`config.mk`:
```
export PLATFORM = sky130hd
export DESIGN_NAME = mul_div_unit
export DESIGN_NICKNAME = d
export VERILOG_FILES = /design/src/rtl/mul_div_unit_pkg.sv /design/src/rtl/mul_div_unit.sv
export SDC_FILE = /design/constraint.sdc
export NUM_CORES = 1
export LEC_CHECK = 0
export BUFFER_PORTS_ARGS = -buffer_cell sky130_fd_sc_hd__buf_2
export CORE_ASPECT_RATIO = 1.5
export CORE_UTILIZATION = 45
export CTS_CLUSTER_DIAMETER = 60
export DETAILED_ROUTE_END_ITERATION = 6
export PLACE_DENSITY = 0.73
export SYNTH_ARGS = -nofsm -noshare
export SYNTH_HDL_FRONTEND = slang
export SYNTH_SLANG_ARGS = --single-unit
```
`constraint.sdc`:
```
create_clock -name clk -period 3.23 [get_ports clk]
set_input_delay 0.646 -clock clk [delete_from_list [all_inputs] [get_ports clk]]
set_output_delay 0.646 -clock clk [all_outputs]
set_load 0.02 [all_outputs]
```
`src/rtl/mul_div_unit_pkg.sv`:
```
// mul_div_unit_pkg: shared CPU encodings and defaults for the iterative multiply/divide unit.
package mul_div_unit_pkg;
    localparam int WIDTH_DEF = 16;
    localparam int ITER_DEF  = 16;

    typedef enum logic {
        OP_MUL = 1'b0,
        OP_DIV = 1'b1
    } op_t;

    typedef enum logic [2:0] {
        IDLE = 3'd0,
        MUL  = 3'd1,
        DIV  = 3'd2,
        FIX  = 3'd3,
        WB   = 3'd4
    } state_t;
endpackage

```
`src/rtl/mul_div_unit.sv`:
```
// mul_div_unit: iterative signed multiply / restoring divide writing results straight into the register file.
module mul_div_unit
    import mul_div_unit_pkg::*;
#(
    parameter int WIDTH = WIDTH_DEF,
    parameter int ITER  = ITER_DEF
) (
    input  logic             clk,
    input  logic             rst,
    input  logic             start,
    input  logic             op,
    input  logic [WIDTH-1:0] opA,
    input  logic [WIDTH-1:0] opB,
    input  logic [2:0]       dstAddr,
    output logic             busy,
    output logic             done,
    output logic             divByZero,
    output logic             wr,
    output logic             wrR15,
    output logic [2:0]       wrAddr,
    output logic [WIDTH-1:0] wrData,
    output logic [WIDTH-1:0] wrDataR15
);
    state_t           state, next_state;
    op_t              op_q;
    logic [4:0]       cnt;
    logic [2:0]       dst_q;
    logic             sa, sb, dbz;
    logic [WIDTH-1:0] hi, lo, mcand, res_lo, res_hi;
    logic [WIDTH-1:0] a_abs, b_abs, shifted, q_s, r_s;
    logic [WIDTH:0]   sum, diff;
    logic [2*WIDTH-1:0] prod_s;
    logic             accept, fits, last;

    assign accept  = state == IDLE && start;
    assign last    = cnt == 5'(ITER - 1);
    assign a_abs   = opA[WIDTH-1] ? -opA : opA;
    assign b_abs   = opB[WIDTH-1] ? -opB : opB;
    assign sum     = lo[0] ? {1'b0, hi} + {1'b0, mcand} : {1'b0, hi};
    // Partial remainder stays below the divisor magnitude (<= 2^(WIDTH-1)), so hi's MSB is always 0 here
    assign shifted = {hi[WIDTH-2:0], lo[WIDTH-1]};
    assign diff    = {1'b0, shifted} - {1'b0, mcand};
    assign fits    = !diff[WIDTH];
    assign prod_s  = (sa ^ sb) ? -{hi, lo} : {hi, lo};
    assign q_s     = (sa ^ sb) ? -lo : lo;
    assign r_s     = sa ? -hi : hi;

    always_ff @(posedge clk) begin
        if (!rst)
            state <= IDLE;
        else
            state <= next_state;
    end

    always_comb begin
        next_state = state;
        case (state)
            IDLE:    if (start) next_state = op == OP_DIV ? (opB == '0 ? WB : DIV) : MUL;
            MUL,
            DIV:     if (last) next_state = FIX;
            FIX:     next_state = WB;
            default: next_state = IDLE;
        endcase
    end

    always_comb begin
        busy      = state != IDLE;
        done      = state == WB;
        divByZero = done && dbz;
        wr        = done && !dbz;
        wrR15     = wr && dst_q != 3'd0;
        wrAddr    = done ? dst_q : 3'd0;
        wrData    = wr ? res_lo : '0;
        wrDataR15 = wr ? res_hi : '0;
    end

    always_ff @(posedge clk) begin
        if (!rst) begin
            op_q   <= OP_MUL;
            cnt    <= '0;
            dst_q  <= '0;
            sa     <= 1'b0;
            sb     <= 1'b0;
            dbz    <= 1'b0;
            hi     <= '0;
            lo     <= '0;
            mcand  <= '0;
            res_lo <= '0;
            res_hi <= '0;
        end else if (accept) begin
            op_q  <= op_t'(op);
            cnt   <= '0;
            dst_q <= dstAddr;
            sa    <= opA[WIDTH-1];
            sb    <= opB[WIDTH-1];
            dbz   <= op == OP_DIV && opB == '0;
            hi    <= '0;
            lo    <= a_abs;
            mcand <= b_abs;
        end else if (state == MUL) begin
            hi  <= sum[WIDTH:1];
            lo  <= {sum[0], lo[WIDTH-1:1]};
            cnt <= cnt + 5'd1;
        end else if (state == DIV) begin
            hi  <= fits ? diff[WIDTH-1:0] : shifted;
            lo  <= {lo[WIDTH-2:0], fits};
            cnt <= cnt + 5'd1;
        end else if (state == FIX) begin
            res_lo <= op_q == OP_MUL ? prod_s[WIDTH-1:0] : q_s;
            res_hi <= op_q == OP_MUL ? prod_s[2*WIDTH-1:WIDTH] : r_s;
        end
    end
endmodule

```
==> results of run 1 <==
[metrics by stage]
stage,hold slack [ns],setup slack (ns)
final,0.483,0.212
after global routing,0.510,0.0751
after CTS,0.487,0.241
after detailed placement,0.476,0.259
after global placement,0.453,0.276
after floorplan,0.439,0.512
[cell usage after synthesis (all sizes together), types with 10 or more instances]
cell type	number	area [um2]
o21ai	48	240
and3	12	80.1
inv	38	143
nand3	19	95.1
nor4	11	83.8
dfxtp	95	1900
nor3	23	120
a21boi	13	101
a31oi	11	68.8
xnor2	40	350
nand2	141	529
a211oi	18	135
ha	38	475
buf	10	60.1
nor2	67	251
o211a	38	380
a21oi	67	339
xor2	36	315
clkbuf	59	221
o21a	10	75.1
or3	12	75.1
and2	39	244
[area by class of cell]
type / count / area, um2 / share of cell area
repair buffers: 116 / 676 / 0.0801
flip-flops and latches: 95 / 1900 / 0.225
inverters: 38 / 143 / 0.0169
clock buffers: 9 / 225 / 0.0267
multi-input cells: 788 / 5160 / 0.612
clock inverters: 7 / 67.6 / 0.00801
well taps: 206 / 258 / 0.0306
[cells by family after synthesis]
family / after synthesis / synth area share
muxes: 12 / 0.0167
AOI/OAI and AO/OA: 284 / 0.268
buffers and inverters: 107 / 0.0567
and+or+nand+nor: 376 / 0.246
adders and majority gates: 40 / 0.0689
xor gates and xnor gates: 76 / 0.0890
DFF: 95 / 0.254
[power by group through the flow]
stage / sequential [W] / combinational (W) / clock (W)
after global routing: 0.00199 / 0.00655 / 0.00113
after floorplan: 0.00180 / 0.00449 / 0
final: 0.00194 / 0.00598 / 0.00107
after global placement: 0.00195 / 0.00580 / 0
after detailed placement: 0.00196 / 0.00585 / 0
after CTS: 0.00193 / 0.00591 / 0.00107
[layout by cell type, fill, tap and decap left out, types with 9 or more instances in the layout]
cell type  count
and2_1        39
nor4_1        10
nor2b_1        9
a211oi_1      18
nor3_1        22
o21ai_0       44
a21o_1         9
nand2_1      141
inv_1         38
and3_1        11
clkbuf_16      9
a31oi_1       11
buf_2         78
o211a_1       38
xnor2_1       40
or3_1         12
a21oi_1       65
o21a_1        10
o22ai_1        9
dfxtp_1       95
nand3_1       19
xor2_1        36
buf_4         38
a21boi_0      12
nor2_1        66
ha_1          38
[worst reg2reg max path, delay by kind of cell, from the launching register on]
family / cells / cell delay [ns]
simple gates: 3 / 0.82
compound gates: 5 / 0.95
fa+ha+maj: 2 / 0.68
flops: 1 / 0.41
buf+inv: 1 / 0.08
[routing by layer]
layer	vias up	part of all wire	track usage
met5	-	0	0
met4	0	0.082	0.196
met3	99	0.042	0.0286
met2	256	0.50	0.449
met1	3474	0.38	0.272
li1	3661	-	-
[registers in the layout (all words and copies together), names as in the netlist]
register and cells:
cnt 5, dbz 1, dst_q 3, hi 16, lo 16, mcand 16
op_q 1, res_hi 16, res_lo 16, sa 1, sb 1, state 3
[worst max-delay path by stage]
stage / start / to / slack (ns) / cells after the start
6_report: lo[15] / hi[15] / 0.21 / 11
5_1_grt: lo[15] / hi[15] / 0.08 / 11
3_3_place_gp: lo[15] / hi[15] / 0.28 / 11
2_1_floorplan: hi[0] / hi[8] / 0.51 / 11
4_1_cts: lo[15] / hi[15] / 0.24 / 11
3_5_place_dp: lo[15] / hi[15] / 0.26 / 11
==> metrics.yaml, run 1 <==
run_status:
  status: "complete, no violations"
clock_tree:
  postCtsSetupRepairBufs: 0
  htreeDepth: 3
  clk_pin_slew_ns: 0.08
  clock_path_buffers: 2
  ctsHoldBuffers: 0
  cts_sinks: 95
  numCtsBuffers: 9
  cts_resized: 0
  cts.root.buffer_cell: "clkbuf_16"
  cts_tree: "yes"
  insertion_delay_ns: 0.36
critical_path:
  crit_chain: "inv_1 -> ha_1 -> fa_1 -> nor2b_1 -> o31a_1 -> o21a_1 -> a31o_2 -> o21ai_1 -> or4_1 -> and3_1 -> a211oi_1"
  reg2reg_from: "lo[15]"
  start_kind: "flip-flop"
  critPathBufInv: 1
  path_delay_family: "compound AO/OA/AOI/OAI gates"
  max_stage_delay_ns: 0.51
  rr_worst_depth: 11
  critPathRequiredTime_ns: 3.51
  crit_path_end_kind: "flip-flop"
  r2r_end: "hi[15]"
  cp_max_fo: 8
  rrSetupSlack_ns: 0.21
  cp.arrival_ns: 3.29
  slowest_stage: "or4_1"
  crit_type: "flip-flop to flip-flop"
logic_synthesis:
  async_flop_share: 0
  synth_edf_count: 0
  synth_nets: 1069
  ys_seq_area_frac: 0.254
  ys_ff_latch: 95
  yosysWarningCount: 0
  ys_types: 70
  syn_inst: 990
  synth_ff_type: "dfxtp_1"
  avgSynthCellArea_um2: 7.56
  synthesis.area_mm2: 0.00748
pwr:
  power.share.clock: 0.119
  ir_drop_mv: 0.438
  p_switching_w: 0.00451
  p_leak_nw: 3.85
  powerDensity_mw_per_mm2: 1070
  p_total_w: 0.00899
  comb_power_share: 0.665
  intPower_w: 0.00447
  p_seq_frac: 0.216
  switching_share: 0.502
routing:
  totalWireLength_um: 21400
  wl_per_cell_um: 17.0
  drt-pass1-iter-count: 5
  drt_iter0_drc: 481
  num_vias: 7490
  avgViaCountPerCell: 5.95
  antenna_left: 0
  drc: 0
floorplan:
  start_util: 0.460
  die_h_um: 160
  rows: 57
  dieArea_mm2: 0.0172
  die_x_um: 107
  core_mm2: 0.0163
  io_pins: 79
min_path:
  hold_start: "dst_q[1]"
  min_path_type: "flip-flop to flip-flop"
  whs_endpoint: "dst_q[1]"
  whs_path_depth: 2
sta:
  final_hold_viol_count: 0
  setup_viol: 0
  timing.fmax_ghz: 0.331
  fin_skew_ns: 0.0128
  min_period_ns: 3.02
  worst_slew_pin_slew_ns: 0.807
  tns_ns: 0
  post-route-period-util: 0.934
  maxSlewViolCount: 0
  relSlewSlack: 0.462
  rsz0062_at_grt: "no"
global_route:
  grtUsageTotal: 0.254
  grt_antenna_before_repair: 0
  grt_pass1_wl_um: 34600
  first_global_vias: 7032
  grt_remaining_overflow: 0
  grt_max_degree: 76
cells_and_area:
  diodes: 0
  design_area_mm2: 0.00844
  nets: 1127
  stdcell_count: 1259
  fin_util: 0.519
  nFillCells: 1579
  drive_above_1_share: 0.148
  areaGrowthSynthToFinish_pct: 12.8
placed_design:
  port_buffers: 78
  place_congestion: 1.00
  place_area_mm2: 0.00814
  place_hpwl_um: 16300
  dp.cells: 1243
flow_run:
  maxCapViolations: 0
(Power assumes the default switching activity.)
==> inputs of run 2 (changes only) <==
ABC_AREA = 1   (was default)
PLACE_DENSITY = 0.72   (was 0.73)
==> metrics.yaml, run 2 <==
cells_and_area:
  nets: 1560  # +38%
  drive_above_1_share: 0.0962  # -0.0519
  diodes: 0  # unchanged
  nFillCells: 1925  # +22%
  areaGrowthSynthToFinish_pct: 10.5
  layout_common_cells: "354 x nand2_1, 224 x inv_1, 164 x nor2_1"
  final_common_cell: "nand2_1"
run_status:
  status: "complete, no violations"
placed_design:
  port_buffers: 78  # unchanged
  place_hpwl_um: 21500  # +32%
  place_congestion: 1.01  # +0.70%
logic_synthesis:
  ys_types: 43  # -39%
  avgSynthCellArea_um2: 5.80  # -23%
  synth_area_leaders: "dfxtp_1 23%, nand2_1 16%, inv_1 10%, nor2_1 7.5%, o21ai_0 6.7%"
  synth_compound_area_frac: 0.186  # -0.0822
  yosysWarningCount: 0  # unchanged
  ys_ff_latch: 95  # unchanged
  synth_nets: 1503  # +41%
  ys_top_cells_by_count: "354 x nand2_1, 224 x inv_1, 165 x nor2_1"
  async_flop_share: 0  # unchanged
  synth_edf_count: 0  # unchanged
  synth_ff_type: "dfxtp_1"
  synth_fa_ha_area_frac: 0.0624  # -0.00648
  ys_seq_area_frac: 0.230  # -0.0239
  synth_most_common_cell: "nand2_1"
  synthesis.area_mm2: 0.00826  # +10%
  yosys.area.top_type: "dfxtp_1"
  syn_inst: 1424  # +44%
  synthSimpleGateAreaFrac: 0.353  # +0.107
  synth_top_area_share: 0.230  # -0.0239
  synth_top_family_by_area: "simple AND/OR/NAND/NOR gates"
  yosys-mux-area-fraction: 0  # -0.0167
  synth_xor_area_frac: 0.0350  # -0.0540
global_route:
  grt_remaining_overflow: 0  # unchanged
  grt_pass1_wl_um: 43400  # +26%
  grt_antenna_before_repair: 0  # unchanged
  grt_max_degree: 53  # -30%
  grtUsageTotal: 0.294  # +0.0396
  first_global_vias: 8691  # +24%
clock_tree:
  cts.root.buffer_cell: "clkbuf_16"
  ctsHoldBuffers: 0  # unchanged
  cts_sinks: 95  # unchanged
  clk_pin_slew_ns: 0.07  # about the same
  insertion_delay_ns: 0.36  # about the same
  postCtsSetupRepairBufs: 0  # unchanged
  cts_resized: 0  # unchanged
  cts_tree: "yes"
  htreeDepth: 3  # unchanged
  clock_path_buffers: 2  # unchanged
  numCtsBuffers: 9  # unchanged
floorplan:
  die_x_um: 113  # +5.0%
  core_mm2: 0.0179  # +10%
  start_util: 0.460  # about the same
  io_pins: 79  # unchanged
  dieArea_mm2: 0.0189  # +10%
  die_h_um: 168  # +5.0%
  rows: 60  # +5.3%
pwr:
  p_leak_nw: 4.56  # +18%
  p_total_w: 0.00998  # +11%
  powerDensity_mw_per_mm2: 1090  # +2.6%
  ir_drop_mv: 0.851  # +94%
critical_path:
  cp.arrival_ns: 2.19  # -1.10 ns
  crit_type: "flip-flop to primary output"
  start_kind: "flip-flop"
  cp_max_fo: 33  # +25
  critPathRequiredTime_ns: 2.58  # -0.93 ns
  crit_path_end_kind: "primary output"
sta:
  maxSlewViolCount: 0  # unchanged
  min_period_ns: 2.83  # -0.185 ns
  rsz0062_at_grt: "no"
  post-route-period-util: 0.877  # -0.0573
  fin_skew_ns: 0.00890  # -0.00391 ns
  relSlewSlack: 0.372  # -0.0901
  worst_slew_pin_slew_ns: 0.941  # +0.134 ns
  timing.fmax_ghz: 0.353  # +6.5%
  setup_viol: 0  # unchanged
  final_hold_viol_count: 0  # unchanged
  tns_ns: 0  # unchanged
routing:
  num_vias: 9279  # +24%
  antenna_left: 0  # unchanged
  avgViaCountPerCell: 5.45  # -8.4%
  drt-pass1-iter-count: 5  # unchanged
  drt_iter0_drc: 508  # +5.6%
  totalWireLength_um: 27400  # +28%
  wl_per_cell_um: 16.1  # -5.1%
  drc: 0  # unchanged
flow_run:
  maxCapViolations: 0  # unchanged
min_path:
  min_path_type: "input pin to flip-flop"
[run 2: cell types whose count changed after synthesis, moves of 39 or more]
cell | previous run | this run
a21oi_1 | 66 | 105
nor2_1 | 67 | 165
inv_1 | 38 | 224
nand3_1 | 19 | 107
nand2_1 | 141 | 354
o21ai_0 | 44 | 111
[run 2: path summary, 6_finish.rpt]
kind                                    to        from  slack (ns)  depth (start not counted)
worst max register to register  res_hi[13]          sa        0.63                         12
worst max-delay path                 wrR15    state[2]        0.40                          7
worst min register to register      cnt[1]      cnt[1]        0.49                          2
worst min-delay path              dst_q[1]  dstAddr[1]        0.48                          3
[run 2: per-stage QoR]
| step | utilization | instance area, um2 | hold slack, ns | std cells | setup WS, ns |
|---|---|---|---|---|---|
| after detailed placement | 0.492 | 8830 | 0.469 | 1687 | 0.693 |
| after CTS | 0.509 | 9130 | 0.474 | 1703 | 0.357 |
| after global placement | 0.492 | 8830 | 0.463 | 1687 | 0.712 |
| after global routing | 0.509 | 9130 | 0.498 | 1703 | 0.167 |
| after floorplan | - | 8260 | 0.443 | 1424 | 0.605 |
| final | 0.509 | 9130 | 0.480 | 1703 | 0.397 |
[run 2: area by class of cell]
class                           count  area [um2]  area share
Timing Repair Buffer               95         518      0.0568
Inverter                          234         880      0.0964
Clock inverter                      7        68.8     0.00754
Multi-Input combinational cell   1046        5260       0.576
Clock buffer                        9         225      0.0247
Sequential cell                    95        1900       0.208
Tap cell                          217         272      0.0298
[run 2: cell families after synthesis]
group,after synthesis
AND/OR/NAND/NOR,690
AO/OA/AOI/OAI,283
buffers and inverters,283
flip-flops,95
adder cells (fa/ha/maj),40
XOR/XNOR,33
[run 2: power by group]
group / switching, W / internal [W] / leakage [nW]
clock: 0.000533 / 0.000542 / 0.142
combinational: 0.00472 / 0.00220 / 3.64
sequential: 0.000481 / 0.00150 / 0.777
total: 0.00574 / 0.00424 / 4.56
[run 2: per-layer routing]
layer	wire, um	part of all wire	up-vias	global-route usage
li1	-	-	4704	-
met1	10400	0.38	4180	0.297
met2	13800	0.50	287	0.536
met3	1130	0.041	108	0.0407
met4	2090	0.076	0	0.235
met5	0	0	-	0
[run 2: worst max-delay path, cell delays in order, from the launching register on]
cell and delay [ns]:
dfxtp_1 0.48, inv_1 0.09, nor2_1 0.15, inv_1 0.11, nor2_1 0.13, inv_1 0.40, a31oi_1 0.28, buf_2 0.19
